`src/rtl/uart_rx_deser_pkg.sv`:
```
// Shared UART receiver definitions: FSM states, default timing, vote helper.
package uart_rx_deser_pkg;

    localparam int DEFAULT_CLKS_PER_BIT = 104;  // 12 MHz / 115200 baud
    localparam int DEFAULT_MAJ_OFFSET   = 2;

    typedef enum logic [2:0] {
        ST_IDLE,
        ST_START,
        ST_DATA,
        ST_STOP,
        ST_BREAK
    } rx_state_t;

    // 2-of-3 majority used to de-noise each bit sample
    function automatic logic maj3(input logic a, input logic b, input logic c);
        return (a & b) | (a & c) | (b & c);
    endfunction

endpackage

```
`src/rtl/uart_rx_deser_sync_2ff.sv`:
```
// Two-flop synchroniser for the asynchronous rxd pin; resets to the idle level (1).
module sync_2ff (
    input  logic clk,
    input  logic reset,
    input  logic d,
    output logic q
);

    logic meta;

    // Preset to 1 so a reset never looks like a start bit
    always_ff @(posedge clk) begin
        if (!reset) begin
            meta <= 1'b1;
            q    <= 1'b1;
        end else begin
            meta <= d;
            q    <= meta;
        end
    end

endmodule

```
`src/rtl/uart_rx_deser.sv`:
```
// 8N1 UART receiver: mid-bit 3-sample majority vote, false-start rejection,
// framing-error detection and break handling. Feeds cmd_parser directly.
module uart_rx_deser
    import uart_rx_deser_pkg::*;
#(
    parameter int CLKS_PER_BIT = DEFAULT_CLKS_PER_BIT,  // even, >= 8
    parameter int MAJ_OFFSET   = DEFAULT_MAJ_OFFSET
) (
    input  logic       clk,
    input  logic       reset,
    input  logic       rxd,
    output logic [7:0] rxd_data,
    output logic       rxd_data_ready,
    output logic       framing_error,
    output logic       rx_busy
);

    localparam int CW = $clog2(CLKS_PER_BIT);
    localparam logic [CW-1:0] CNT_LAST = CW'(CLKS_PER_BIT - 1);
    localparam logic [CW-1:0] CNT_S0   = CW'(CLKS_PER_BIT / 2 - MAJ_OFFSET);
    localparam logic [CW-1:0] CNT_S1   = CW'(CLKS_PER_BIT / 2);
    localparam logic [CW-1:0] CNT_VOTE = CW'(CLKS_PER_BIT / 2 + MAJ_OFFSET);

    rx_state_t     state;
    logic          rxd_s;
    logic [CW-1:0] bit_cnt;
    logic [2:0]    bit_idx;
    logic [7:0]    shreg;
    logic [1:0]    samp;     // early and mid samples; the late one is rxd_s itself
    logic          vote;
    logic          at_vote;

    sync_2ff u_sync (
        .clk   (clk),
        .reset (reset),
        .d     (rxd),
        .q     (rxd_s)
    );

    assign vote    = maj3(samp[0], samp[1], rxd_s);
    assign at_vote = (bit_cnt == CNT_VOTE);
    assign rx_busy = (state != ST_IDLE);

    // Receive FSM with bit timer, sample capture, shift register and output pulses
    always_ff @(posedge clk) begin
        if (!reset) begin
            state          <= ST_IDLE;
            bit_cnt        <= '0;
            bit_idx        <= '0;
            shreg          <= '0;
            samp           <= 2'b11;
            rxd_data       <= '0;
            rxd_data_ready <= 1'b0;
            framing_error  <= 1'b0;
        end else begin
            rxd_data_ready <= 1'b0;
            framing_error  <= 1'b0;

            // Free-running bit timer; IDLE and BREAK override it below
            bit_cnt <= (bit_cnt == CNT_LAST) ? '0 : bit_cnt + 1'b1;
            if (bit_cnt == CNT_S0) samp[0] <= rxd_s;
            if (bit_cnt == CNT_S1) samp[1] <= rxd_s;

            case (state)
                ST_IDLE: begin
                    bit_cnt <= '0;
                    if (!rxd_s) state <= ST_START;
                end
                ST_START: begin
                    if (at_vote) begin
                        if (vote) begin
                            state <= ST_IDLE;       // glitch, not a real start bit
                        end else begin
                            state   <= ST_DATA;
                            bit_idx <= '0;
                        end
                    end
                end
                ST_DATA: begin
                    if (at_vote) begin
                        shreg <= {vote, shreg[7:1]};
                        if (bit_idx == 3'd7) state <= ST_STOP;
                        else                 bit_idx <= bit_idx + 3'd1;
                    end
                end
                ST_STOP: begin
                    if (at_vote) begin
                        if (vote) begin
                            // Leave mid-stop-bit so a back-to-back start edge is caught
                            rxd_data       <= shreg;
                            rxd_data_ready <= 1'b1;
                            state          <= ST_IDLE;
                        end else begin
                            framing_error <= 1'b1;
                            bit_cnt       <= '0;
                            state         <= ST_BREAK;
                        end
                    end
                end
                ST_BREAK: begin
                    // Need one full bit time of continuous idle before re-arming
                    if (!rxd_s)                    bit_cnt <= '0;
                    else if (bit_cnt == CNT_LAST)  state   <= ST_IDLE;
                end
                default: state <= ST_IDLE;
            endcase
        end
    end

endmodule

```
`config.mk`:
```
export PLATFORM = sky130hd
export DESIGN_NAME = uart_rx_deser
export DESIGN_NICKNAME = d
export VERILOG_FILES = /design/src/rtl/uart_rx_deser_pkg.sv /design/src/rtl/uart_rx_deser_sync_2ff.sv /design/src/rtl/uart_rx_deser.sv
export SDC_FILE = /design/constraint.sdc
export NUM_CORES = 1
export LEC_CHECK = 0
export CAP_MARGIN = 10
export CORE_MARGIN = 4
export CORE_UTILIZATION = 55
export DETAILED_ROUTE_END_ITERATION = 8
export PLACE_DENSITY = 0.77
export RECOVER_POWER = 100
export SETUP_SLACK_MARGIN = 0.5
export SLEW_MARGIN = 0
export SYNTH_ARGS = -nofsm -noshare
export SYNTH_HDL_FRONTEND = slang
export SYNTH_SLANG_ARGS = --single-unit
```
`constraint.sdc`:
```
create_clock -name clk -period 1.86 [get_ports clk]
set_input_delay 0.558 -clock clk [delete_from_list [all_inputs] [get_ports clk]]
set_output_delay 0.558 -clock clk [all_outputs]
set_load 0.02 [all_outputs]
```
# == Word level (Yosys, flattened, before mapping) ==
# Index checks and enable logic that the tools add are counted.
# totals
regBits,35
word_cells,66
inputBits,3
out_inout_bits,11
# op_classes
add_sub_neg,2
n_mux,22
eq_ne,18
bitwise,5
reduce_logical,8
# op_table
operator,n
$mux 3,12
$mux 7,4
$eq 7x6->1 const B,3
$pmux 7 s3,1
$ne 2x2->1 const B,8
$pmux 3 s5,1
$add 7x1->7 const B,1
$eq 7x7->1 const B,1
$reduce_and 7->1,1
$eq 3x2->1 const B,2
$eq 3x3->1 const B,2
$pmux 3 s2,1
$reduce_and 3->1,2
$reduce_and 5->1,1
$add 3x1->3 const B,1
$and 1x1->1,3
$eq 3x1->1 const B,1
$logic_not 3->1,1
$reduce_bool 3->1,1
$mux 1,2
$mux 2,1
$ne 2x1->1 const B,1
$or 1x1->1,2
$reduce_and 2->1,1
$reduce_bool 2->1,1

# == Depth between registers and ports, before layout ==
# depth
word_depth,6
depth_mapped,7
ltp_nobuf,6

# == Hierarchy ==
# A second synthesis with hierarchy kept.
# hier_totals
cells_unflattened,159
area_unflattened_um2,1492.7
# by_module_without_submodules
mod,n_inst,cells_per_inst,seq_area_each_um2,area_per_inst_um2
uart_rx_deser,1,155,660.6,1440.1
sync_2ff,1,4,40.0,52.6

# == Least setup slack after synthesis ==
# OpenSTA, ideal clock, no wires.
# synth_path
path_kind,register to register
start,reg bit_cnt[0]
end,reg shreg[0]
slack_ns,0.158
path_stages_with_launch,7
required_ns,1.732
n_path_buf,0
t_arrival_ns,1.575
setup_ns,0.128
period_less_slack_ns,1.702
cell_sequence,dfxtp_1 inv_1 ha_1 nand4b_4 nor4_4 mux2i_1 nor2_1
# synth_via
elab_chain_cells,2
# synth_lines
item,line_no,rtl
"start, declared",uart_rx_deser.sv:26,logic [CW-1:0] bit_cnt;
"start signal, assigned",uart_rx_deser.sv:60,bit_cnt <= (bit_cnt == CNT_LAST) ? '0 : bit_cnt + 1'b1;
$eq 7x6->1,uart_rx_deser.sv:41,assign at_vote = (bit_cnt == CNT_VOTE);
$reduce_and 2->1 (no line),n/a,
"end signal, assigned",uart_rx_deser.sv:81,"shreg <= {vote, shreg[7:1]};"
"end, declared",uart_rx_deser.sv:28,logic [7:0] shreg;
# Every way passes these cells.
# A chain may end at the register's enable or synchronous reset.

# == Worst setup path after layout ==
# layout_path
start,in reset
end,reg shreg[0]
# layout_lines
item,line_no,rtl
"start, declared",uart_rx_deser.sv:10,"input logic reset,"
# No word-level cell between the ends.

==> flow_summary.toml <==
[timing]
slew_headroom_pct = 50.2
finalMaxSlewViolations = 0
rsz0062_at_grt = "yes"
skew_ns = 0.0253
fin_crit_sh_pct = 94.3
setup_ws_ns = 0.106
period_minus_slack_ns = 1.75
finalSetupViolCount = 0
tightest_slew_ns = 0.747
fin_tns_setup_ns = 0
hold_viol_final = 0
fmax_mhz = 570

[outcome]
status = "finished clean"

[layout]
nets = 223
stdcell_count = 246
drive_gt1_share_pct = 41.7
diodes = 0
area_delta_synth_final_pct = 50.3
final_area_sq_um = 2310

[power_and_ir_drop]
switching_share_pct = 20.6
pwr_density_cell_nw_per_um2 = 647
ir_drop_mv = 0.953
seqPwrFrac_pct = 50.3
combPwrFrac_pct = 3.3
p_int_w = 0.00118
p_leak_nw = 0.871
power.net_switching_w = 0.000308
clockPowerShare_pct = 46.3

[place]
pre_cts_ws_ns = 0.0966
hpwl_um = 2200
placedCellCount = 211
place_area_sq_um = 1800
finalWeightedCongestion = 0.883
portBuffers = 13

[clock_network]
numCtsBuffers = 5
cts_root_buf = "clkbuf_4"
cts_tree = "done"
clk_pin_slew_ns = 0.11
clk_path_buf_depth = 2
cts.sinks = 35
htree_levels = 2
worst_skew_pair.late_latency_ns = 0.36

[detailed_routing]
postRouteAntennaNets = 0
avgViaCountPerCell = 6.28
wire_per_inst_um = 21.4
vias = 1546
wl_um = 5270
drc = 0
drt-initial-drc-count = 193
drtPass1Iterations = 4

[global_route]
grt_pass1_vias = 1325
track_usage_pct = 23.8
antenna_found_initial = 0
grt_max_degree = 23
grt_overflow_total = 0
grt_pass1_wl_um = 6350

[floorplan]
ioPinCount = 14
coreArea_sq_um = 2570
fp.dieH_um = 60.8
die_x_um = 60.8
start_util_pct = 59.8
rows = 18
die_area_sq_um = 3700

[synth]
seq_area_frac_synth_pct = 45.6
synth-edff-count = 0
synthDistinctLibCells = 37
syn-cell-area_sq_um = 1540
syn_nets = 177
synth_warnings = 0
yosys_register_bits = 35
synthFlopType = "dfxtp_1"
synth_cells = 169
synth.avg_cell_area_sq_um = 9.08
synth-async-reset-ratio_pct = 0

[critical_path]
critPathMaxFanout = 14
start_kind = "primary input"
cp.arrival_ns = 1.95
cp.required_ns = 2.06
crit_type = "in2reg"
crit_path_end_kind = "register"

[run]
drv_cap = 0

[worst_hold_path]
hold_path.class = "reg2reg"
[sequential cells by signal, summed over array words and instances (netlist names)]
name	count
framing_error	1
shreg	8
rxd_data	8
u_sync.meta	1
bit_idx	3
samp	2
state	3
u_sync.q	1
bit_cnt	7
rxd_data_ready	1
[logic make-up after synthesis]
kind of cell | after synthesis | share of synthesized area [%]
AO/OA/AOI/OAI | 22 | 8.72
XOR/XNOR | 5 | 2.85
adder cells (fa/ha/maj) | 6 | 4.81
buffers and inverters | 15 | 3.83
flip-flops | 35 | 45.6
multiplexers | 9 | 5.87
AND/OR/NAND/NOR | 77 | 28.3
[layout make-up]
| cell class | instances | area [sq um] |
|---|---|---|
| multi-input cells | 119 | 988 |
| repair buffers | 48 | 434 |
| inverters | 6 | 25.0 |
| clock buffers | 6 | 41.3 |
| clock inverters | 2 | 60.1 |
| well taps | 30 | 37.5 |
| flip-flops and latches | 35 | 721 |
| fillers | 120 | 260 |
[cells in the mapped netlist (3+ instances only)]
library cell | count | share of area [%]
a21oi_1 | 5 | 1.6
clkbuf_1 | 7 | 1.7
dfxtp_1 | 35 | 46
ha_1 | 5 | 4.1
inv_1 | 6 | 1.5
mux2i_1 | 9 | 5.9
nand2_1 | 14 | 3.4
nand2b_1 | 5 | 2.0
nand3_1 | 10 | 3.3
nand4_1 | 3 | 1.2
nor2_1 | 20 | 4.9
nor3_1 | 5 | 1.6
nor4_1 | 3 | 1.2
o21ai_0 | 3 | 0.98
o21ai_1 | 9 | 2.9
xnor2_1 | 3 | 1.7
[through the flow]
step,util (%),total power [W],hold slack [ns]
after global routing,89.9,0.00154,0.460
after detailed placement,70.0,0.000813,0.398
after CTS,81.9,0.00148,0.423
after global placement,70.0,0.000813,0.397
final,89.9,0.00149,0.460
after floorplan,-,0.000796,0.386
[layer usage]
layer  track usage, %  routed length, um  vias to the layer above
li1                 -                  -                      684
met3             7.23                347                       22
met2             40.8               2670                       81
met1             28.9               2090                      759
met4             6.81                172                        0
met5                0                  0                        -
[worst max-delay path: stages]
cell and delay [ns]:
dlygate4sd3_1 0.56, inv_1 0.10, clkbuf_1 0.58, nor2_1 0.16
[timing repair]
item,4_1_cts,5_1_grt
buffers inserted,12,14
hold buffers,0,0
gates resized for setup,95,39
endpoints found under the setup margin,33,42
pin swaps,14,26
gates cloned,0,1
[path summary, 6_finish.rpt]
| check | from | to | slack, ns | cells after the start |
|---|---|---|---|---|
| max reg2reg | bit_cnt[0] | state[2] | 0.11 | 5 |
| min reg2reg | u_sync.meta | u_sync.q | 0.46 | 1 |
| max | reset | shreg[0] | 0.11 | 4 |
| min | u_sync.meta | u_sync.q | 0.46 | 1 |
[power groups by stage]
stage                     Sequential (W)  Combinational (W)  Clock (W)
after floorplan                 0.000772          0.0000243          0
after global placement          0.000773          0.0000395          0
after detailed placement        0.000773          0.0000400          0
after CTS                       0.000749          0.0000442   0.000683
after global routing            0.000752          0.0000533   0.000730
final                           0.000751          0.0000496   0.000692
[cell usage in the layout, fill, tap and decap left out, drive strengths merged, types with 2 or more instances in the layout]
cell type and instances:
buf 42, o21ai 12, xnor2 3, ha 5, a21oi 5, o21a 2
and2 2, clkbuf 10, nand2b 5, nand4b 3, nor4 4, inv 6
xor2 2, nand3 10, nand2 14, nand3b 2, nor2 20, mux2i 9
nor3 5, nand4 3, bufinv 2, dfxtp 35
No activity file was read; power rests on OpenSTA's default activity.
